File: src/rtl/mem_port_arbiter_pkg.sv
// Shared types and default sizing for the memory-port arbiter.
// Consumers: mem_port_arbiter (top) and rr_picker.
package mem_port_arbiter_pkg;

    typedef enum logic {
        ARB_IDLE  = 1'b0,
        ARB_GRANT = 1'b1
    } arb_state_t;

    localparam int DEF_CHANNELS = 4;
    localparam int DEF_TIMEOUT  = 255;

endpackage

File: src/rtl/mem_port_arbiter_rr_picker.sv
// Combinational round-robin search: the first set req bit at or above
// (last_winner+1) mod CHANNELS, wrapping around.
module rr_picker
    import mem_port_arbiter_pkg::*;
#(
    parameter int CHANNELS = DEF_CHANNELS,
    parameter int SEL_BITS = $clog2(CHANNELS)
) (
    input  logic [CHANNELS-1:0] req,
    input  logic [SEL_BITS-1:0] last_winner,
    output logic                found,
    output logic [SEL_BITS-1:0] winner
);

    always_comb begin
        found  = 1'b0;
        winner = '0;
        // Offset CHANNELS wraps back to last_winner itself, so it is checked last.
        for (int k = 1; k <= CHANNELS; k++) begin
            if (!found && req[(int'(last_winner) + k) % CHANNELS]) begin
                found  = 1'b1;
                winner = SEL_BITS'((int'(last_winner) + k) % CHANNELS);
            end
        end
    end

endmodule

File: src/rtl/mem_port_arbiter.sv
// Round-robin arbiter granting one requester at a time to a shared memory port.
// Optional forced release after TIMEOUT grant cycles: define MEM_PORT_ARBITER_TIMEOUT_EN.
module mem_port_arbiter
    import mem_port_arbiter_pkg::*;
#(
    parameter int CHANNELS = DEF_CHANNELS,
    parameter int SEL_BITS = $clog2(CHANNELS),
    parameter int TIMEOUT  = DEF_TIMEOUT
) (
    input  logic                clock,
    input  logic                reset_n,
    input  logic [CHANNELS-1:0] req,
    input  logic                done,
    output logic [CHANNELS-1:0] gnt,
    output logic [SEL_BITS-1:0] sel,
    output logic                busy,
    output logic                timeout
);

    arb_state_t          state;
    logic [SEL_BITS-1:0] last_winner;
    logic [CHANNELS-1:0] cand;
    logic [CHANNELS-1:0] nxt_gnt;
    logic                found;
    logic [SEL_BITS-1:0] win;
    logic                force_rel;

    // While granted, the current owner is masked so that a lone re-request
    // passes through IDLE and receives a fresh grant.
    always_comb begin
        cand = req;
        if (state == ARB_GRANT) begin
            cand = req & ~gnt;
        end
    end

    rr_picker #(
        .CHANNELS    (CHANNELS),
        .SEL_BITS    (SEL_BITS)
    ) u_picker (
        .req         (cand),
        .last_winner (last_winner),
        .found       (found),
        .winner      (win)
    );

    always_comb begin
        nxt_gnt = '0;
        for (int i = 0; i < CHANNELS; i++) begin
            nxt_gnt[i] = (win == SEL_BITS'(i));
        end
    end

`ifdef MEM_PORT_ARBITER_TIMEOUT_EN
    logic [7:0] tmo_cnt;

    // tmo_cnt is 0 during the first grant cycle, so the grant is held TIMEOUT cycles.
    assign force_rel = !done && (tmo_cnt == 8'(TIMEOUT - 1));
`else
    assign force_rel = 1'b0;
    assign timeout   = 1'b0;
`endif

    always_ff @(posedge clock or negedge reset_n) begin
        if (!reset_n) begin
            state       <= ARB_IDLE;
            gnt         <= '0;
            sel         <= '0;
            busy        <= 1'b0;
            last_winner <= SEL_BITS'(CHANNELS - 1);
`ifdef MEM_PORT_ARBITER_TIMEOUT_EN
            tmo_cnt     <= '0;
            timeout     <= 1'b0;
`endif
        end else begin
`ifdef MEM_PORT_ARBITER_TIMEOUT_EN
            timeout <= 1'b0;
`endif
            case (state)
                ARB_IDLE: begin
                    if (found) begin
                        state       <= ARB_GRANT;
                        gnt         <= nxt_gnt;
                        sel         <= win;
                        busy        <= 1'b1;
                        last_winner <= win;
`ifdef MEM_PORT_ARBITER_TIMEOUT_EN
                        tmo_cnt     <= '0;
`endif
                    end
                end
                ARB_GRANT: begin
                    if (done || force_rel) begin
`ifdef MEM_PORT_ARBITER_TIMEOUT_EN
                        timeout <= force_rel;
`endif
                        if (found) begin
                            gnt         <= nxt_gnt;
                            sel         <= win;
                            last_winner <= win;
`ifdef MEM_PORT_ARBITER_TIMEOUT_EN
                            tmo_cnt     <= '0;
`endif
                        end else begin
                            // sel keeps its value so the downstream mux output stays put.
                            state <= ARB_IDLE;
                            gnt   <= '0;
                            busy  <= 1'b0;
                        end
                    end
`ifdef MEM_PORT_ARBITER_TIMEOUT_EN
                    else begin
                        tmo_cnt <= tmo_cnt + 8'd1;
                    end
`endif
                end
                default: begin
                    state <= ARB_IDLE;
                end
            endcase
        end
    end

endmodule

File: config.mk
export PLATFORM = sky130hd
export DESIGN_NAME = mem_port_arbiter
export DESIGN_NICKNAME = d
export VERILOG_FILES = /design/src/rtl/mem_port_arbiter_pkg.sv /design/src/rtl/mem_port_arbiter_rr_picker.sv /design/src/rtl/mem_port_arbiter.sv
export SDC_FILE = /design/constraint.sdc
export NUM_CORES = 1
export LEC_CHECK = 0
export CELL_PAD_IN_SITES_DETAIL_PLACEMENT = 0
export CELL_PAD_IN_SITES_GLOBAL_PLACEMENT = 1
export CORE_MARGIN = 5
export CORE_UTILIZATION = 40
export CTS_BUF_LIST = sky130_fd_sc_hd__clkbuf_2 sky130_fd_sc_hd__clkbuf_4 sky130_fd_sc_hd__clkbuf_8
export CTS_CLUSTER_DIAMETER = 150
export DETAILED_ROUTE_END_ITERATION = 8
export PLACE_DENSITY_LB_ADDON = 0.05
export SYNTH_ARGS = -nofsm -noshare
export SYNTH_HDL_FRONTEND = slang
export SYNTH_HIERARCHICAL = 1
export SYNTH_SLANG_ARGS = --single-unit
export TNS_END_PERCENT = 10
File: constraint.sdc
create_clock -name clock -period 4.43 [get_ports clock]
set_input_delay 0.886 -clock clock [delete_from_list [all_inputs] [get_ports clock]]
set_output_delay 0.886 -clock clock [all_outputs]
set_load 0.02 [all_outputs]
* Word level (Yosys, flattened, before mapping)
Cells that the tools add are included.
Word-level totals: flip-flop bits (word level) 10, output and inout bits 8, logic and storage cells 77, bits in writable memories 0, bits in read-only memories 0, memories 0, input port bits 7, bits in latches 0
Operators by class: multipliers 0, bitwise logic cells 7, add/sub/neg operators 4, reduce and logical (&&, ||, !) cells 13, shift-type cells 0, eq/ne operators 6, div/mod/pow operators 0, muxes and demuxes 38, $lt $le $gt $ge 4
Operators with widths (number):
- $mux W1 | 17
- $lt A3 B4 Y1 const B | 4
- $mux W2 | 8
- $mux W4 | 4
- $bmux W1 S2 | 4
- $pmux W2 S2 | 2
- $pmux W4 S2 | 1
- $reduce_or A2 Y1 | 4
- $ne A2 B2 Y1 const B | 3
- $add A2 B1 Y2 const B | 2
- $add A2 B2 Y2 const B | 2
- $and A1 B1 Y1 const A | 4
- $and A4 B4 Y4 | 1
- $eq A2 B2 Y1 const B | 2
- $not A4 Y4 | 1
- $pmux W1 S2 | 2
- $logic_and A1 B1 Y1 | 3
- $logic_not A1 Y1 | 3
- $reduce_and A3 Y1 | 1
- $eq A2 B1 Y1 const B | 1
- $logic_not A2 Y1 | 1
- $reduce_and A2 Y1 | 1
- $not A1 Y1 | 1

* Longest topological paths before layout
Gate-level depths: netlist of the first run.
depth in word-level cells 20, mapped depth 7

* Cells and area by module
The synthesis of the first run kept the hierarchy.
By module, submodules not included:
- mem_port_arbiter | area an instance 501.7 um2, times used 1, cells an instance 45
- rr_picker | area an instance 91.3 um2, times used 1, cells an instance 14

* Worst setup path before layout of the first run
OpenSTA, ideal clock, no wires.
path kind input to register, from input req[3], to register gnt[0], stages on the path 7, data required time 4.279 ns, library setup time 0.151 ns, path slack 2.221 ns, arrival time 2.058 ns, cells stage by stage a21boi_0 and2b_1 a21oi_2 o221ai_2 inv_1 a32oi_1 o311ai_0
On the way: word-level cells in the longest chain between the ends 19
Ends and longest elaborated chain:
- start: declaration | line mem_port_arbiter.sv:12 | input logic [CHANNELS-1:0] req,
- $and A4 B4 Y4 | line mem_port_arbiter.sv:33 | cand = req & ~gnt;
- $mux W4 (*) | line mem_port_arbiter.sv:32 | if (state == ARB_GRANT) begin
- $bmux W1 S2 | line mem_port_arbiter_rr_picker.sv:20 | if (!found && req[(int'(last_winner) + k) % CHANNELS]) begin
- $mux W1 (implied by the code) (2 in series) | line mem_port_arbiter_rr_picker.sv:20
- $mux W1 | line mem_port_arbiter_rr_picker.sv:20
- $logic_not A1 Y1 | line mem_port_arbiter_rr_picker.sv:20
- $logic_and A1 B1 Y1 | line mem_port_arbiter_rr_picker.sv:20
- $mux W1 | line mem_port_arbiter_rr_picker.sv:20
- (+3 left out)
- $logic_not A1 Y1 | line mem_port_arbiter_rr_picker.sv:20
- $logic_and A1 B1 Y1 | line mem_port_arbiter_rr_picker.sv:20
- $mux W2 (*) | line mem_port_arbiter_rr_picker.sv:20
- via win[0] | line mem_port_arbiter.sv:25 | logic [SEL_BITS-1:0] win;
- $logic_not A2 Y1 (*) | line mem_port_arbiter.sv:50 | nxt_gnt[i] = (win == SEL_BITS'(i));
- $mux W4 | line mem_port_arbiter.sv:97 | if (found) begin
- $mux W4 | line mem_port_arbiter.sv:93 | if (done || force_rel) begin
- $pmux W4 S2 (*) | line mem_port_arbiter.sv:79 | case (state)
- end signal: assignment | line mem_port_arbiter.sv:83 | gnt <= nxt_gnt;
- end signal: assignment | line mem_port_arbiter.sv:98 | gnt <= nxt_gnt;
- end: declaration | line mem_port_arbiter.sv:14 | output logic [CHANNELS-1:0] gnt,
The timed path passes the listed nets; every way through them passes the cells marked *. The select of a mux whose other input is x is not followed. A chain may end at the register's enable or synchronous reset.

* Worst setup path after layout of the first run
from input req[3], to register gnt[0]
On the way: word-level cells in the longest chain between the ends 19
Ends and longest elaborated chain:
- $and A4 B4 Y4 | line mem_port_arbiter.sv:33
- $mux W4 (*) | line mem_port_arbiter.sv:32
- via cand[3] | line mem_port_arbiter.sv:22 | logic [CHANNELS-1:0] cand;
- $bmux W1 S2 | line mem_port_arbiter_rr_picker.sv:20
- $mux W1 (implied by the code) (2 in series) | line mem_port_arbiter_rr_picker.sv:20
- $mux W1 | line mem_port_arbiter_rr_picker.sv:20
- $logic_not A1 Y1 | line mem_port_arbiter_rr_picker.sv:20
- $logic_and A1 B1 Y1 | line mem_port_arbiter_rr_picker.sv:20
- (+4 left out)
- $logic_not A1 Y1 | line mem_port_arbiter_rr_picker.sv:20
- $logic_and A1 B1 Y1 | line mem_port_arbiter_rr_picker.sv:20
- $mux W2 (*) | line mem_port_arbiter_rr_picker.sv:20
- via win[1] | line mem_port_arbiter.sv:25
- $logic_not A2 Y1 (*) | line mem_port_arbiter.sv:50
- $mux W4 | line mem_port_arbiter.sv:97
- $mux W4 | line mem_port_arbiter.sv:93
- $pmux W4 S2 (*) | line mem_port_arbiter.sv:79
Marks and branches as above.

==> results_dict.tcl, run 1 <==
set metrics [dict create \
    status "complete, no violations" \
    ys_seq_area_frac 0.426 \
    dp.final_hpwl_um 981 \
    fin_hold_ws_ns 0.505 \
    grt_max_degree 11 \
    synth_warnings 6 \
    setup-tns-final_ns 0 \
    drt_iter0_drc 3 \
    io_buffers 13 \
    critical_path_required_ns 4.56 \
    ys_ff_latch 10 \
    routabilityCongestion 0.804 \
    worst_pin_slew_ns 0.532 \
    path_clk_slew_ns 0.07 \
    setup_slack_ns 1.67 \
    fillers 137 \
    vias 520 \
    ant_nets 0 \
    diodes 0 \
    maxSlewHeadroom 0.645 \
    antenna_found_initial 0 \
    netlist_instances 59 \
    timing.final.crit_share 0.624 \
    cts_buffers 3 \
    grt_pass1_vias 523 \
    hold_viol 0 \
    fin_nets 83 \
    ir_drop_mv 0.262 \
    syn2layout_area_growth_pct 30.0 \
    fin_cells 90 \
    start_util 0.439 \
    min_period_ns 2.76 \
    ios 15 \
    synth_cell_types 25 \
    r2r_start "state" \
    cts_resized 0 \
    grt_pass1_wl_um 2390 \
    cap_violations 0 \
    worst_setup_path_start_kind "input pin" \
    p_leak_uw 0.000321 \
    synth_nets 66 \
    power_density_mw_per_mm2 699 \
    grtUsageTotal 0.129 \
    p_total_uw 539 \
    core_mm2 0.00135 \
    cts_tree "built" \
    worstSetupEndpointType "register" \
    pre_cts_ws_ns 1.45 \
    insertion_delay_ns 0.27 \
    finalSetupViolCount 0 \
    wl_per_cell_um 14.8 \
    viasPerCell 5.78 \
    die_w_um 48.5 \
    htreeDepth 1 \
    overflow 0 \
    fmaxAchievable_ghz 0.362 \
    dp_cells 86 \
    slew_violations 0 \
    final.setup_skew_ns 0.00886 \
    drive_above_1_share 0.213 \
    critical_path.max_fanout 7 \
    hold_path_class "reg -> reg" \
    drc 0 \
    die_area_mm2 0.00235 \
    min_from "sel[0]" \
    dr.pass1.iters 4 \
    netlist_area_um2 593 \
    drt_wl_total_um 1330 \
    ctsHoldBuffers 0 \
    path_class "in -> reg" \
    rows 13 \
    clk_root_buffer_cell "clkbuf_4" \
    die_h_um 48.5 \
    avgSynthCellArea_um2 10.1 \
    crit_path_start "req[3]" \
    cts_setup_buffers 0 \
    worstPathArrival_ns 2.89 \
    cts.sinks 10 \
    cts_max_path_buffers 2 \
    rsz0062_at_grt "false" \
]
-- metrics by stage --
step / cell area [um^2] / util
after floorplan: 593 / -
after global placement: 734 / 0.544
after detailed placement: 734 / 0.544
after CTS: 771 / 0.571
after global routing: 771 / 0.571
final: 771 / 0.571
-- cell usage in the layout (no fill, tap or decap), drive strengths merged --
cell type      count
clkdlybuf4s50     13
dfrtp              8
nand2              6
a21boi             4
mux2               4
inv                4
nor2               4
a32oi              4
a21oi              4
clkbuf             4
nand2b             4
o211ai             2
o311ai             2
dfstp              2
and2b              2
nor2b              1
or2                1
nand3              1
o21ai              1
conb               1
mux2i              1
o221ai             1
a31oi              1
-- routing by layer --
| metal | wire length (um) | vias to the layer above | global-route usage | share of wire |
|---|---|---|---|---|
| li1 | - | 254 | - | - |
| met1 | 590 | 251 | 0.142 | 0.44 |
| met2 | 677 | 15 | 0.217 | 0.51 |
| met3 | 60 | 0 | 0.0489 | 0.045 |
| met4 | 0 | 0 | 0.0538 | 0 |
| met5 | 0 | - | 0 | 0 |
-- path summary, 6_finish.rpt --
check,end,slack [ns],cells after the start
min in group asynchronous,busy,0.93,1
worst max-delay path,gnt[0],1.67,7
worst min register to register,sel[0],0.51,1
max in group asynchronous,last_winner[0],3.14,1
worst max register to register,gnt[0],2.25,6
worst min-delay path,sel[0],0.51,1
-- worst max-delay path, cell delays in order --
cell             delay [ns]
clkdlybuf4s50_1        0.45
a21boi_0               0.36
a31oi_1                0.15
a21oi_1                0.45
inv_1                  0.18
a32oi_1                0.26
o311ai_0               0.15
-- registers in the layout, summed over array words and instances, names as in the netlist --
name         cells
gnt              4
last_winner      2
sel              2
busy             1
state            1
-- area by class of cell --
cell class / instances / area, um^2 / area share
Multi-Input combinational cell: 44 / 318 / 0.412
Sequential cell: 10 / 253 / 0.328
Timing Repair Buffer: 13 / 130 / 0.169
Clock buffer: 4 / 36.3 / 0.0471
Tap cell: 15 / 18.8 / 0.0244
Inverter: 4 / 15.0 / 0.0195
-- cell families (layout without fill, tap and decap cells) --
kind of cell | after synthesis | in the layout | share of synthesized area
AO/OA/AOI/OAI | 19 | 19 | 0.249
multiplexers | 5 | 5 | 0.0928
other | 1 | 1 | 0.00632
buffers and inverters | 5 | 21 | 0.0380
flip-flops | 10 | 10 | 0.426
AND/OR/NAND/NOR | 19 | 19 | 0.188
-- cell usage after synthesis --
cell	count	share of area
buf_4	1	0.013
a31oi_1	1	0.011
a21boi_0	4	0.051
dfstp_2	2	0.089
o211ai_1	2	0.025
o21ai_0	1	0.0084
conb_1	1	0.0063
inv_1	4	0.025
nand2_1	6	0.038
nand2b_4	1	0.023
nand2b_1	3	0.032
nor2b_4	1	0.023
nand3_1	1	0.0084
nor2_1	4	0.025
dfrtp_1	8	0.34
o311ai_0	2	0.030
o221ai_2	1	0.025
and2b_2	1	0.015
or2_2	1	0.011
mux2_2	4	0.076
and2b_1	1	0.013
a21oi_1	3	0.025
a21oi_2	1	0.015
a32oi_1	4	0.059
mux2i_1	1	0.017
-- report_power, final --
| part | internal, uW | switching (uW) | total, uW |
|---|---|---|---|
| logic | 128 | 144 | 272 |
| clock network | 49.9 | 33.5 | 83.4 |
| registers | 141 | 42.2 | 183 |
(Power assumes the default switching activity.)
==> run 2, diff against run 1 <==
CORE_UTILIZATION = 33   (was 40)
clock period = 2.4 ns   (was 4.43 ns; I/O delays follow)
==> run 2 against run 1 <==
  * Die area grew 17%
  * Via count down 1.5%
  * Utilization fell by 8.2 points
  * Flip-flop and latch count stayed put
  * Sequential share of layout area down 2.8 points
  * Worst hold slack better by 0.0088 ns
  * Count of clock-buffer cells in the layout unchanged
  * Total power grew 100%
==> results_dict.tcl, run 2 (synthesized netlist as in run 1, its figures left out) <==
set metrics [dict create \
    top_usage_layer "met2" \
    critical_path.max_fanout 6 \
    rsz0062_at_grt "false" \
    critical_path_required_ns 2.54 \
    rows 15 \
    die_area_mm2 0.00275 \
    timing.final.crit_share 0.874 \
    fin_hold_ws_ns 0.514 \
    wl_per_cell_um 13.1 \
    grt_pass1_wl_um 2350 \
    cts_max_path_buffers 2 \
    met1_usage 0.143 \
    io_buffers 13 \
    worst-path-buf-inv 2 \
    status "complete, no violations" \
    grt_pass1_vias 517 \
    hold_path_class "reg -> reg" \
    fmaxAchievable_ghz 0.477 \
    hold_viol 0 \
    path_clk_slew_ns 0.07 \
    slowest_delay_ns 0.45 \
    setup_slack_ns 0.302 \
    clk_root_buffer_cell "clkbuf_4" \
    gr-usage-met3 0.0484 \
    worstPathArrival_ns 2.24 \
    ios 15 \
    htreeDepth 1 \
    drive_above_1_share 0.289 \
    vias 512 \
    ant_nets 0 \
    cts_resized 0 \
    final_util 0.488 \
    cts_tree "built" \
    die_w_um 52.4 \
    final.setup_skew_ns 0.00152 \
    drc 0 \
    largest_reg_flops 4 \
    min_period_ns 2.10 \
    diodes 0 \
    ir_drop_mv 0.533 \
    insertion_delay_ns 0.27 \
    antenna_found_initial 0 \
    worst_setup_path_start_kind "input pin" \
    slowest_stage "clkdlybuf4s50_1" \
    cts_buffers 3 \
    overflow 0 \
    path_class "in -> reg" \
    slew_violations 0 \
    drt_iter0_drc 9 \
    grt_max_degree 11 \
    start_util 0.343 \
    core_mm2 0.00173 \
    ctsHoldBuffers 0 \
    pre_cts_ws_ns -0.0205 \
    cap_violations 0 \
    viasPerCell 4.74 \
    syn2layout_area_growth_pct 42.2 \
    cts.sinks 10 \
    power_density_mw_per_mm2 1280 \
    path_cells "clkdlybuf4s50_1 -> a21boi_0 -> and2b_1 -> a21oi_2 -> o221ai_2 -> buf_4 -> a32oi_1 -> o211ai_1" \
    fin_nets 91 \
    die_h_um 52.4 \
    regMostFlops "gnt" \
    global_route.usage.met2 0.186 \
    mostFrequentLayoutCells "13 x clkdlybuf4s50_1, 8 x dfrtp_1, 8 x buf_4" \
    setup-tns-final_ns 0 \
    finalSetupViolCount 0 \
    dp.final_hpwl_um 1060 \
    worstSetupEndpointType "register" \
    drt_wl_total_um 1410 \
    grtUsageTotal 0.121 \
    cts_setup_buffers 0 \
    routabilityCongestion 0.664 \
    reg.largest.list "gnt x4, last_winner x2, sel x2" \
    dr.pass1.iters 4 \
    final_common_cell "clkdlybuf4s50_1" \
    fillers 175 \
    crit_family "compound AO/OA/AOI/OAI gates" \
    p_leak_uw 0.000359 \
]
==> run 2: final timing paths <==
check                      startpoint             end  slack, ns  depth (start not counted)
setup reg to reg                state          gnt[3]       0.48                          7
setup / recovery               req[2]          gnt[3]       0.30                          8
hold reg to reg                sel[1]          sel[1]       0.51                          1
min in group asynchronous     reset_n           state       0.52                          1
hold / removal                 sel[1]          sel[1]       0.51                          1
max in group asynchronous     reset_n  last_winner[1]       1.54                          1
==> run 2: final cells by class <==
class / instances / area (um^2) / share of cell area
Timing Repair Buffer: 21 / 190 / 0.226
Multi-Input combinational cell: 44 / 318 / 0.377
Clock buffer: 4 / 36.3 / 0.0430
Sequential cell: 10 / 253 / 0.300
Tap cell: 25 / 31.3 / 0.0371
Inverter: 4 / 15.0 / 0.0178
==> run 2: power by group <==
part / switching [uW] / internal (uW)
clock network: 63.1 / 92.1
registers: 77.8 / 260
logic: 281 / 302
==> run 2: metrics by stage <==
stage / instance area, um^2 / power [uW] / std cells
after detailed placement: 807 / 927 / 104
after global placement: 807 / 927 / 104
after floorplan: 593 / 647 / 59
after global routing: 843 / 1160 / 108
after CTS: 843 / 1090 / 108
final: 843 / 1080 / 108
==> run 2: routing by layer <==
| metal | up-vias | wire length [um] |
|---|---|---|
| li1 | 263 | - |
| met1 | 238 | 660 |
| met2 | 11 | 638 |
| met3 | 0 | 112 |
| met4 | 0 | 0 |
| met5 | - | 0 |
==> run 2: worst reg2reg max path: cells and delay by family (launching register included) <==
family,cells,cell delay [ns]
flip-flops,1,0.46
AO/OA/AOI/OAI,5,0.90
AND/OR/NAND/NOR,1,0.25
buffers and inverters,1,0.18
